<file path="src/rtl/keypad_pkg.sv">
// Shared types and helpers for the matrix-keypad scanner.
package keypad_pkg;

  typedef enum logic [1:0] {
    SCAN       = 2'd0,
    PRESS_DB   = 2'd1,
    HELD       = 2'd2,
    RELEASE_DB = 2'd3
  } kp_state_t;

  // Width of the key code for a ROWS x COLS matrix.
  function automatic int unsigned kp_cw(input int unsigned rows, input int unsigned cols);
    return $clog2(rows * cols);
  endfunction

  // Map a linear key index (row*COLS+col) to its printed legend.
  function automatic int unsigned kp_legend(input int unsigned idx, input int unsigned cw,
                                            input bit hex);
    if (hex) return (idx + 1) % (32'd1 << cw);
    return idx;
  endfunction

endpackage

</file>
<file path="src/rtl/keypad_sync2.sv">
// Two-flop synchroniser for the asynchronous, active-low keypad rows.
module keypad_sync2 #(
  parameter int unsigned W = 4
) (
  input  logic         clock,
  input  logic         reset_n,
  input  logic [W-1:0] d,
  output logic [W-1:0] q
);

  logic [W-1:0] meta;

  // Resets to all ones so an idle (released) keypad is seen from the start.
  always_ff @(posedge clock or negedge reset_n) begin
    if (!reset_n) begin
      meta <= '1;
      q    <= '1;
    end else begin
      meta <= d;
      q    <= meta;
    end
  end

endmodule

</file>
<file path="src/rtl/keypad_scan_ctrl.sv">
// Matrix-keypad scanner: column strobing, press/release debounce and a
// one-deep valid/ready output slot.
module keypad_scan_ctrl
  import keypad_pkg::*;
#(
  parameter int unsigned ROWS            = 4,
  parameter int unsigned COLS            = 4,
  parameter int unsigned SETTLE_CYCLES   = 16,
  parameter int unsigned DEBOUNCE_CYCLES = 1000,
  parameter int unsigned HEX_LEGEND      = 1,
  localparam int unsigned CW             = kp_cw(ROWS, COLS)
) (
  input  logic            clock,
  input  logic            reset_n,
  input  logic [ROWS-1:0] row_n,
  output logic [COLS-1:0] col_n,
  output logic [CW-1:0]   key_code,
  output logic            key_valid,
  input  logic            key_ready,
  output logic            key_held,
  output logic            overflow
);

  localparam int unsigned KW = $clog2(COLS);
  localparam int unsigned RW = $clog2(ROWS);
  localparam int unsigned LW = $clog2(ROWS + 1);
  localparam int unsigned SW = $clog2(SETTLE_CYCLES + 1);
  localparam int unsigned DW = $clog2(DEBOUNCE_CYCLES + 1);

  logic [ROWS-1:0] row_s;
  logic [ROWS-1:0] row_lat;
  logic [RW-1:0]   row_sel;
  logic [KW-1:0]   col_k;
  logic [SW-1:0]   settle_cnt;
  logic [DW-1:0]   db_cnt;
  kp_state_t       state;

  logic [LW-1:0]   low_cnt;
  logic [RW-1:0]   low_idx;
  logic            one_low;
  logic            all_high;
  logic            rows_match;
  logic [KW-1:0]   col_next;
  logic            settled;
  logic            db_done;
  logic            accept;
  logic [CW-1:0]   acc_code;

  keypad_sync2 #(.W(ROWS)) u_sync (
    .clock   (clock),
    .reset_n (reset_n),
    .d       (row_n),
    .q       (row_s)
  );

  // Row decode, column advance and accept decision from the synchronised rows.
  always_comb begin
    low_cnt = '0;
    low_idx = '0;
    for (int unsigned r = 0; r < ROWS; r++) begin
      if (!row_s[r]) begin
        low_cnt = low_cnt + LW'(1);
        low_idx = RW'(r);
      end
    end
    one_low    = (low_cnt == LW'(1));
    all_high   = &row_s;
    rows_match = (row_s == row_lat);
    col_next   = (col_k == KW'(COLS - 1)) ? '0 : col_k + KW'(1);
    settled    = (settle_cnt == SW'(SETTLE_CYCLES - 1));
    db_done    = (db_cnt == DW'(DEBOUNCE_CYCLES - 1));
    accept     = (state == PRESS_DB) && rows_match && db_done;
    acc_code   = CW'(kp_legend(32'(row_sel) * COLS + 32'(col_k), CW, HEX_LEGEND != 0));
  end

  // Scan/debounce FSM with registered column strobes and held flag.
  always_ff @(posedge clock or negedge reset_n) begin
    if (!reset_n) begin
      state      <= SCAN;
      col_k      <= '0;
      col_n      <= ~(COLS'(1));
      settle_cnt <= '0;
      db_cnt     <= '0;
      row_lat    <= '1;
      row_sel    <= '0;
      key_held   <= 1'b0;
    end else begin
      case (state)
        SCAN: begin
          if (!settled) begin
            settle_cnt <= settle_cnt + SW'(1);
          end else if (one_low) begin
            row_lat <= row_s;
            row_sel <= low_idx;
            db_cnt  <= '0;
            state   <= PRESS_DB;
          end else begin
            col_k      <= col_next;
            col_n      <= ~(COLS'(1) << col_next);
            settle_cnt <= '0;
          end
        end
        PRESS_DB: begin
          if (!rows_match) begin
            state      <= SCAN;
            col_k      <= col_next;
            col_n      <= ~(COLS'(1) << col_next);
            settle_cnt <= '0;
          end else if (db_done) begin
            key_held <= 1'b1;
            state    <= HELD;
          end else begin
            db_cnt <= db_cnt + DW'(1);
          end
        end
        HELD: begin
          if (all_high) begin
            db_cnt <= '0;
            state  <= RELEASE_DB;
          end
        end
        RELEASE_DB: begin
          if (!all_high) begin
            db_cnt <= '0;
            state  <= HELD;
          end else if (db_done) begin
            key_held   <= 1'b0;
            state      <= SCAN;
            col_k      <= col_next;
            col_n      <= ~(COLS'(1) << col_next);
            settle_cnt <= '0;
          end else begin
            db_cnt <= db_cnt + DW'(1);
          end
        end
        default: state <= SCAN;
      endcase
    end
  end

  // One-deep output slot; a handshake in the accept cycle frees room for the new code.
  always_ff @(posedge clock or negedge reset_n) begin
    if (!reset_n) begin
      key_code  <= '0;
      key_valid <= 1'b0;
      overflow  <= 1'b0;
    end else begin
      overflow <= 1'b0;
      if (accept) begin
        if (!key_valid || key_ready) begin
          key_code  <= acc_code;
          key_valid <= 1'b1;
        end else begin
          overflow <= 1'b1;
        end
      end else if (key_valid && key_ready) begin
        key_valid <= 1'b0;
      end
    end
  end

endmodule

</file>
<file path="config.mk">
export PLATFORM = sky130hd
export DESIGN_NAME = keypad_scan_ctrl
export DESIGN_NICKNAME = d
export VERILOG_FILES = /design/src/rtl/keypad_pkg.sv /design/src/rtl/keypad_sync2.sv /design/src/rtl/keypad_scan_ctrl.sv
export SDC_FILE = /design/constraint.sdc
export NUM_CORES = 1
export LEC_CHECK = 0
export ABC_AREA = 1
export BUFFER_PORTS_ARGS = -buffer_cell sky130_fd_sc_hd__buf_2
export CORE_MARGIN = 5
export CORE_UTILIZATION = 25
export DETAILED_ROUTE_END_ITERATION = 16
export SLEW_MARGIN = 20
export SYNTH_ARGS = -nofsm -noshare
export SYNTH_HDL_FRONTEND = slang
export SYNTH_SLANG_ARGS = --single-unit
</file>
<file path="constraint.sdc">
create_clock -name clock -period 6.4 [get_ports clock]
set_clock_uncertainty 0.2 [all_clocks]
set_input_delay 0.64 -clock clock [delete_from_list [all_inputs] [get_ports clock]]
set_output_delay 0.64 -clock clock [all_outputs]
set_load 0.05 [all_outputs]
</file>
==> results.py, run 1 <==
metrics = {
    "power": {
        "seqPwrFrac_pct": 45.0,
        "cellPowerDensity_nw_per_um2": 296,
        "peakVddDrop_uv": 154,
        "p_int_uw": 551,
        "p_leak_uw": 0.00149,
        "switchingPower_uw": 319,
        "power.share.clock_pct": 25.3,
        "power_frac_comb_pct": 29.6,
        "p_sw_share_pct": 36.6,
    },
    "clock_network": {
        "cts_hold_buf": 0,
        "clkTransAtPathRegs_ps": 90,
        "root_buffer": "clkbuf_8",
        "clock_sink_count": 44,
        "cts_setup_buffers": 0,
        "cts_resized": 0,
        "clk_latency_ps": 300,
        "ctsHtreeMaxLevel": 2,
        "cts_tree": "yes",
        "cts_buffer_depth": 2,
        "cts_buffers": 5,
    },
    "critical_path": {
        "endpoint_kind": "register",
        "worstPathArrival_ps": 2890,
        "cp-start-kind": "register",
        "critPathMaxStageDelay_ps": 560,
        "crit_family": "simple AND/OR/NAND/NOR gates",
        "required_ps": 6440,
        "slowest_stage": "dfstp_2",
        "cp_common_cell": "nand2_1",
        "worstPathMaxFanout": 16,
        "critical_path_class": "reg2reg",
        "timing.critical_path.buf_inv": 2,
        "crit_chain": "inv_1, ha_1, inv_1, nand2_1, nand2_1, ha_1, or2_2, nand2_1, nand3_2, nor2_2, nand2_2, nand2_1, nand2_1, nand2_1",
    },
    "die": {
        "ios": 18,
        "die_x_um": 112,
        "die_y_um": 112,
        "fp.dieArea_um2": 12500,
        "initial_core_util_pct": 25.4,
        "coreArea_um2": 10200,
        "rows": 37,
    },
    "synth": {
        "syn_nets": 362,
        "synth_top_area_share_pct": 27.9,
        "synth_area_um2": 2600,
        "synthDistinctLibCells": 28,
        "synth_commonest_cells": "nand2_1 (126), inv_1 (43), dfrtp_1 (29), nand3_1 (27), nor2_1 (20)",
        "ys_warn_count": 0,
        "synth-edff-count": 0,
        "synthCells": 344,
        "ys_ff_latch": 44,
        "yosysSeqAreaShare_pct": 43.1,
        "synth_top_cell_by_area": "dfrtp_1",
        "synth_flop_cell": "dfrtp_1",
        "async_flop_share_pct": 100,
        "synth.area.top_cells": "dfrtp_1 (28%), nand2_1 (18%), dfstp_2 (15%)",
        "synthMostInstantiatedCell": "nand2_1",
        "avgSynthCellArea_um2": 7.56,
    },
    "sta": {
        "hold_viol": 0,
        "whs_ps": 132,
        "final.min_clock_period_ps": 2850,
        "worst_slack_ps": 3550,
        "tightestPinTransition_ps": 561,
        "slew_headroom_pct": 62.6,
        "finalCritPeriodShare_pct": 44.6,
        "clock.fmax_mhz": 350,
        "setup_tns_ps": 0,
        "setup_violations": 0,
        "drv_slew": 0,
        "rsz0062_at_grt": "no",
    },
    "place": {
        "dp.cells": 494,
        "dp_slack_ps": 3560,
        "globalplace.congestion": 0.847,
        "post-dp-hpwl_um": 3930,
        "io_buffers": 17,
    },
    "detailed_routing": {
        "wl_per_cell_um": 10.4,
        "drc_errors": 0,
        "num_vias": 2179,
        "dr.pass1.iters": 4,
        "via_per_inst": 4.34,
        "totalWireLength_um": 5230,
        "drt_iter0_drc": 89,
        "final_antenna_net_count": 0,
    },
    "worst_hold_path": {
        "hp-class": "in2async",
    },
    "cells_and_area": {
        "drive_above_1_share_pct": 16.1,
        "diodes": 0,
        "syn_to_final_growth_pct": 13.2,
        "fin_cells": 502,
        "layout.nets": 383,
    },
    "global_routing": {
        "grt_pass1_vias": 2073,
        "grt_overflow": 0,
        "track_usage_pct": 8.76,
        "grt_pass1_wl_um": 9300,
        "antenna_found_initial": 0,
        "grt_max_degree": 45,
    },
    "flow_run": {
        "drv_cap": 0,
    },
    "status": {
        "status": "finished, final reports clean",
    },
}
## cells by family after synthesis
| group | share of synthesized area (%) |
|---|---|
| buf+inv | 7.51 |
| fa+ha+maj | 5.29 |
| simple gates | 36.6 |
| xor+xnor | 2.36 |
| compound gates | 5.20 |
| flops | 43.1 |
## registers in the layout (all words and copies together), names as in the netlist
| register | count |
|---|---|
| col_k | 2 |
| col_n | 4 |
| db_cnt | 10 |
| key_code | 4 |
| key_held | 1 |
| key_valid | 1 |
| overflow | 1 |
| row_lat | 4 |
| row_sel | 2 |
| settle_cnt | 5 |
| state | 2 |
| u_sync.meta | 4 |
| u_sync.q | 4 |
## path summary, 6_finish.rpt
check	startpoint	end	slack, ps	cells after the start
worst max-delay path	u_sync.q[1]	settle_cnt[4]	3550	14
worst max register to register	u_sync.q[1]	settle_cnt[4]	3550	14
max in group asynchronous	reset_n	row_lat[3]	5490	1
worst min register to register	u_sync.meta[2]	u_sync.q[2]	160	0
worst min-delay path	reset_n	db_cnt[7]	130	1
min in group clock	u_sync.meta[2]	u_sync.q[2]	160	0
## layout make-up
type / instances / area (µm²)
flip-flops and latches: 44 / 1120
well taps: 136 / 170
inverters: 44 / 165
repair buffers: 17 / 87.6
multi-input cells: 253 / 1280
fillers: 1120 / 7290
clock inverters: 3 / 46.3
clock buffers: 5 / 68.8
## through the flow
stage                     instance area [µm²]  utilization [%]  power (µW)
after floorplan                          2600                -         598
after detailed placement                 2830             27.6         658
after global routing                     2940             28.8         935
final                                    2940             28.8         870
after CTS                                2940             28.7         885
after global placement                   2830             27.6         653
## power by group through the flow
stage / logic, µW / registers [µW] / clock network (µW)
after global routing: 291 / 402 / 243
after CTS: 262 / 392 / 232
final: 258 / 392 / 220
after global placement: 257 / 396 / 0
after detailed placement: 261 / 397 / 0
after floorplan: 162 / 437 / 0
## cell usage in the layout (no fill, tap or decap), drive strengths merged, types with 3 or more instances in the layout
cell type / instances
nand2: 131
inv: 45
dfrtp: 29
nand3: 29
nor2: 28
o21ai: 20
buf: 17
dfstp: 15
ha: 11
nand4: 10
nand3b: 5
clkbuf: 5
nor3: 5
xor2: 4
xnor2: 3
## routing by layer
layer / share of wire (%) / up-vias / GRT usage, %
met5: 0 / - / 0
met4: 1.6 / 0 / 3.21
met3: 4.8 / 9 / 2.12
met2: 45 / 43 / 13.9
met1: 49 / 996 / 11.6
li1: - / 1131 / -
Note: power is estimated with default switching activity, not from simulation.
==> run 2: changes to the inputs <==
Clock period 6.4 ns to 2.6 ns, I/O delays scaled along.
==> run 2 against run 1 <==
Compared with the run above: sequential share of layout area is 3.5 points lower; clock power grew to 2.5 times the previous value; die area stayed put; register-to-register slack worse by 3500 ps; critical path depth is 3 higher; sequential power is 150% higher; critical endpoint is now col_n[1]; core utilization is 2.9 points higher; routed wire length is 12% higher; combinational power grew to 2.8 times the previous value; worst setup slack worse by 3500 ps; largest cell class unchanged.
==> results.py, run 2 (same netlist as run 1, synthesis figures left out) <==
metrics = {
    "status": {
        "status": "finished, final reports clean",
    },
    "clock_network": {
        "clk_latency_ps": 310,
        "ctsHtreeMaxLevel": 2,
        "clkTransAtPathRegs_ps": 90,
        "cts_tree": "yes",
        "cts_buffer_depth": 2,
        "clock_sink_count": 44,
        "cts_buffers": 5,
        "root_buffer": "clkbuf_8",
    },
    "place": {
        "globalplace.congestion": 0.854,
        "post-dp-hpwl_um": 4050,
        "io_buffers": 17,
    },
    "detailed_routing": {
        "final_antenna_net_count": 0,
        "drc_errors": 0,
        "maxUsedRoutingLayer": "met4",
        "via_per_inst": 4.43,
        "totalWireLength_um": 5870,
        "wl_per_cell_um": 11.2,
        "drt_iter0_drc": 91,
        "wl_met2_um": 2770,
        "wl_met3_um": 367,
        "num_vias": 2328,
        "dr.pass1.iters": 4,
        "met1Wirelength_um": 2620,
    },
    "cells_and_area": {
        "final_common_cell": "nand2_1",
        "largest_reg_flops": 10,
        "drive_above_1_share_pct": 23.1,
        "layout.nets": 406,
        "top_register": "db_cnt",
        "final_cell_mix": "nand2_1 (117), inv_1 (41), dfrtp_1 (29)",
        "syn_to_final_growth_pct": 24.8,
        "diodes": 0,
        "top_regs": "db_cnt: 10 flops, settle_cnt: 5 flops",
        "num-fill-cells": 1082,
    },
    "die": {
        "coreArea_um2": 10200,
        "fp.dieArea_um2": 12500,
        "ios": 18,
        "initial_core_util_pct": 25.4,
        "rows": 37,
        "die_y_um": 112,
        "die_x_um": 112,
    },
    "power": {
        "seqPwrFrac_pct": 42.9,
        "p_sw_share_pct": 36.3,
        "power.total_uw": 2250,
        "power.share.clock_pct": 24.6,
        "p_leak_uw": 0.00163,
        "power_frac_comb_pct": 32.5,
        "switchingPower_uw": 818,
        "peakVddDrop_uv": 295,
        "p_int_uw": 1440,
        "cellPowerDensity_nw_per_um2": 694,
    },
    "global_routing": {
        "antenna_found_initial": 0,
        "grt_overflow": 0,
        "grt_pass1_wl_um": 10100,
        "grt_pass1_vias": 2296,
        "track_usage_pct": 9.65,
        "grt_max_degree": 42,
    },
    "sta": {
        "setup_violations": 0,
        "clock.fmax_mhz": 399,
        "hold_viol": 0,
        "tightestPinTransition_ps": 899,
        "setup_tns_ps": 0,
        "final.min_clock_period_ps": 2510,
        "whs_ps": 19.2,
        "slew_headroom_pct": 40.1,
        "drv_slew": 0,
        "finalCritPeriodShare_pct": 96.5,
    },
    "critical_path": {
        "critical_path_class": "reg2reg",
        "worstPathArrival_ps": 2570,
        "endpoint_kind": "register",
        "r2r_cells": 17,
        "cp-start-kind": "register",
        "worstPathMaxFanout": 5,
        "required_ps": 2660,
    },
    "worst_hold_path": {
        "hold_path_depth": 4,
        "hp-class": "in2reg",
    },
    "flow_run": {
        "drv_cap": 0,
    },
}
-- run 2: changes by cell type in the layout (fill, tap and decap cells not counted), sizes merged --
cell / before / now
dlygate4sd3: 0 / 5
clkinv: 0 / 1
clkbuf: 5 / 6
clkinvlp: 1 / 0
inv: 45 / 44
buf: 17 / 34
nor2: 28 / 29
-- run 2: power by group through the flow --
| stage | clock, µW | sequential, µW | combinational, µW |
|---|---|---|---|
| CTS | 574 | 964 | 708 |
| detailed placement | 0 | 975 | 654 |
| finish | 554 | 966 | 733 |
| global placement | 0 | 971 | 642 |
| floorplan | 0 | 1070 | 398 |
| global route | 605 | 987 | 828 |
-- run 2: worst paths after layout --
check                                from             end  slack [ps]
min in group asynchronous         reset_n        state[0]         420
max in group asynchronous         reset_n  u_sync.meta[0]        1090
hold reg to reg            u_sync.meta[3]     u_sync.q[3]         160
setup / recovery              u_sync.q[1]        col_n[1]          90
setup reg to reg              u_sync.q[1]        col_n[1]          90
hold / removal                  key_ready        overflow          20
-- run 2: timing repair --
item | 4_1_cts | 5_1_grt
cloned | 2 | 0
gates resized for setup | 13 | 14
hold buffers | 5 | 0
setup endpoints to repair | 28 | 28
hold endpoints to repair | 33 | 0
setup buffers | 5 | 3
pin swaps | 12 | 9
-- run 2: metrics by stage --
step | util [%] | setup WS [ps] | instances | instance area (µm²)
after detailed placement | 28.2 | -131 | 502 | 2890
final | 31.7 | 90.6 | 525 | 3240
after global placement | 28.2 | -21.8 | 502 | 2890
after CTS | 30.9 | 43.8 | 522 | 3160
after floorplan | - | 7.85 | 344 | 2600
after global routing | 31.7 | -30.0 | 525 | 3240
-- run 2: cell type report --
| class | instances | area (µm²) | area share [%] |
|---|---|---|---|
| inverters | 44 | 165 | 5.09 |
| clock inverters | 2 | 38.8 | 1.20 |
| flip-flops and latches | 44 | 1120 | 34.5 |
| well taps | 136 | 170 | 5.24 |
| multi-input cells | 254 | 1390 | 42.8 |
| clock buffers | 6 | 82.6 | 2.55 |
| repair buffers | 39 | 279 | 8.60 |
-- run 2: critical path, cell delays in order, from the launching register on --
cell and delay, ps:
dfstp_2 540, inv_2 50, ha_4 270, inv_1 50
nand2_2 80, nand2_4 60, buf_4 130, buf_4 120
buf_4 130, nand2_2 60, nand2_2 60, nand3_4 80
nor2_4 50, buf_6 110, nor2_4 190, buf_4 150
nand3b_1 60, nand2_1 70
-- run 2: routing by layer --
layer,vias to the layer above,GRT usage [%]
met5,-,0
met4,0,4.09
met3,11,2.83
met2,58,15.5
met1,1078,12.1
li1,1181,-
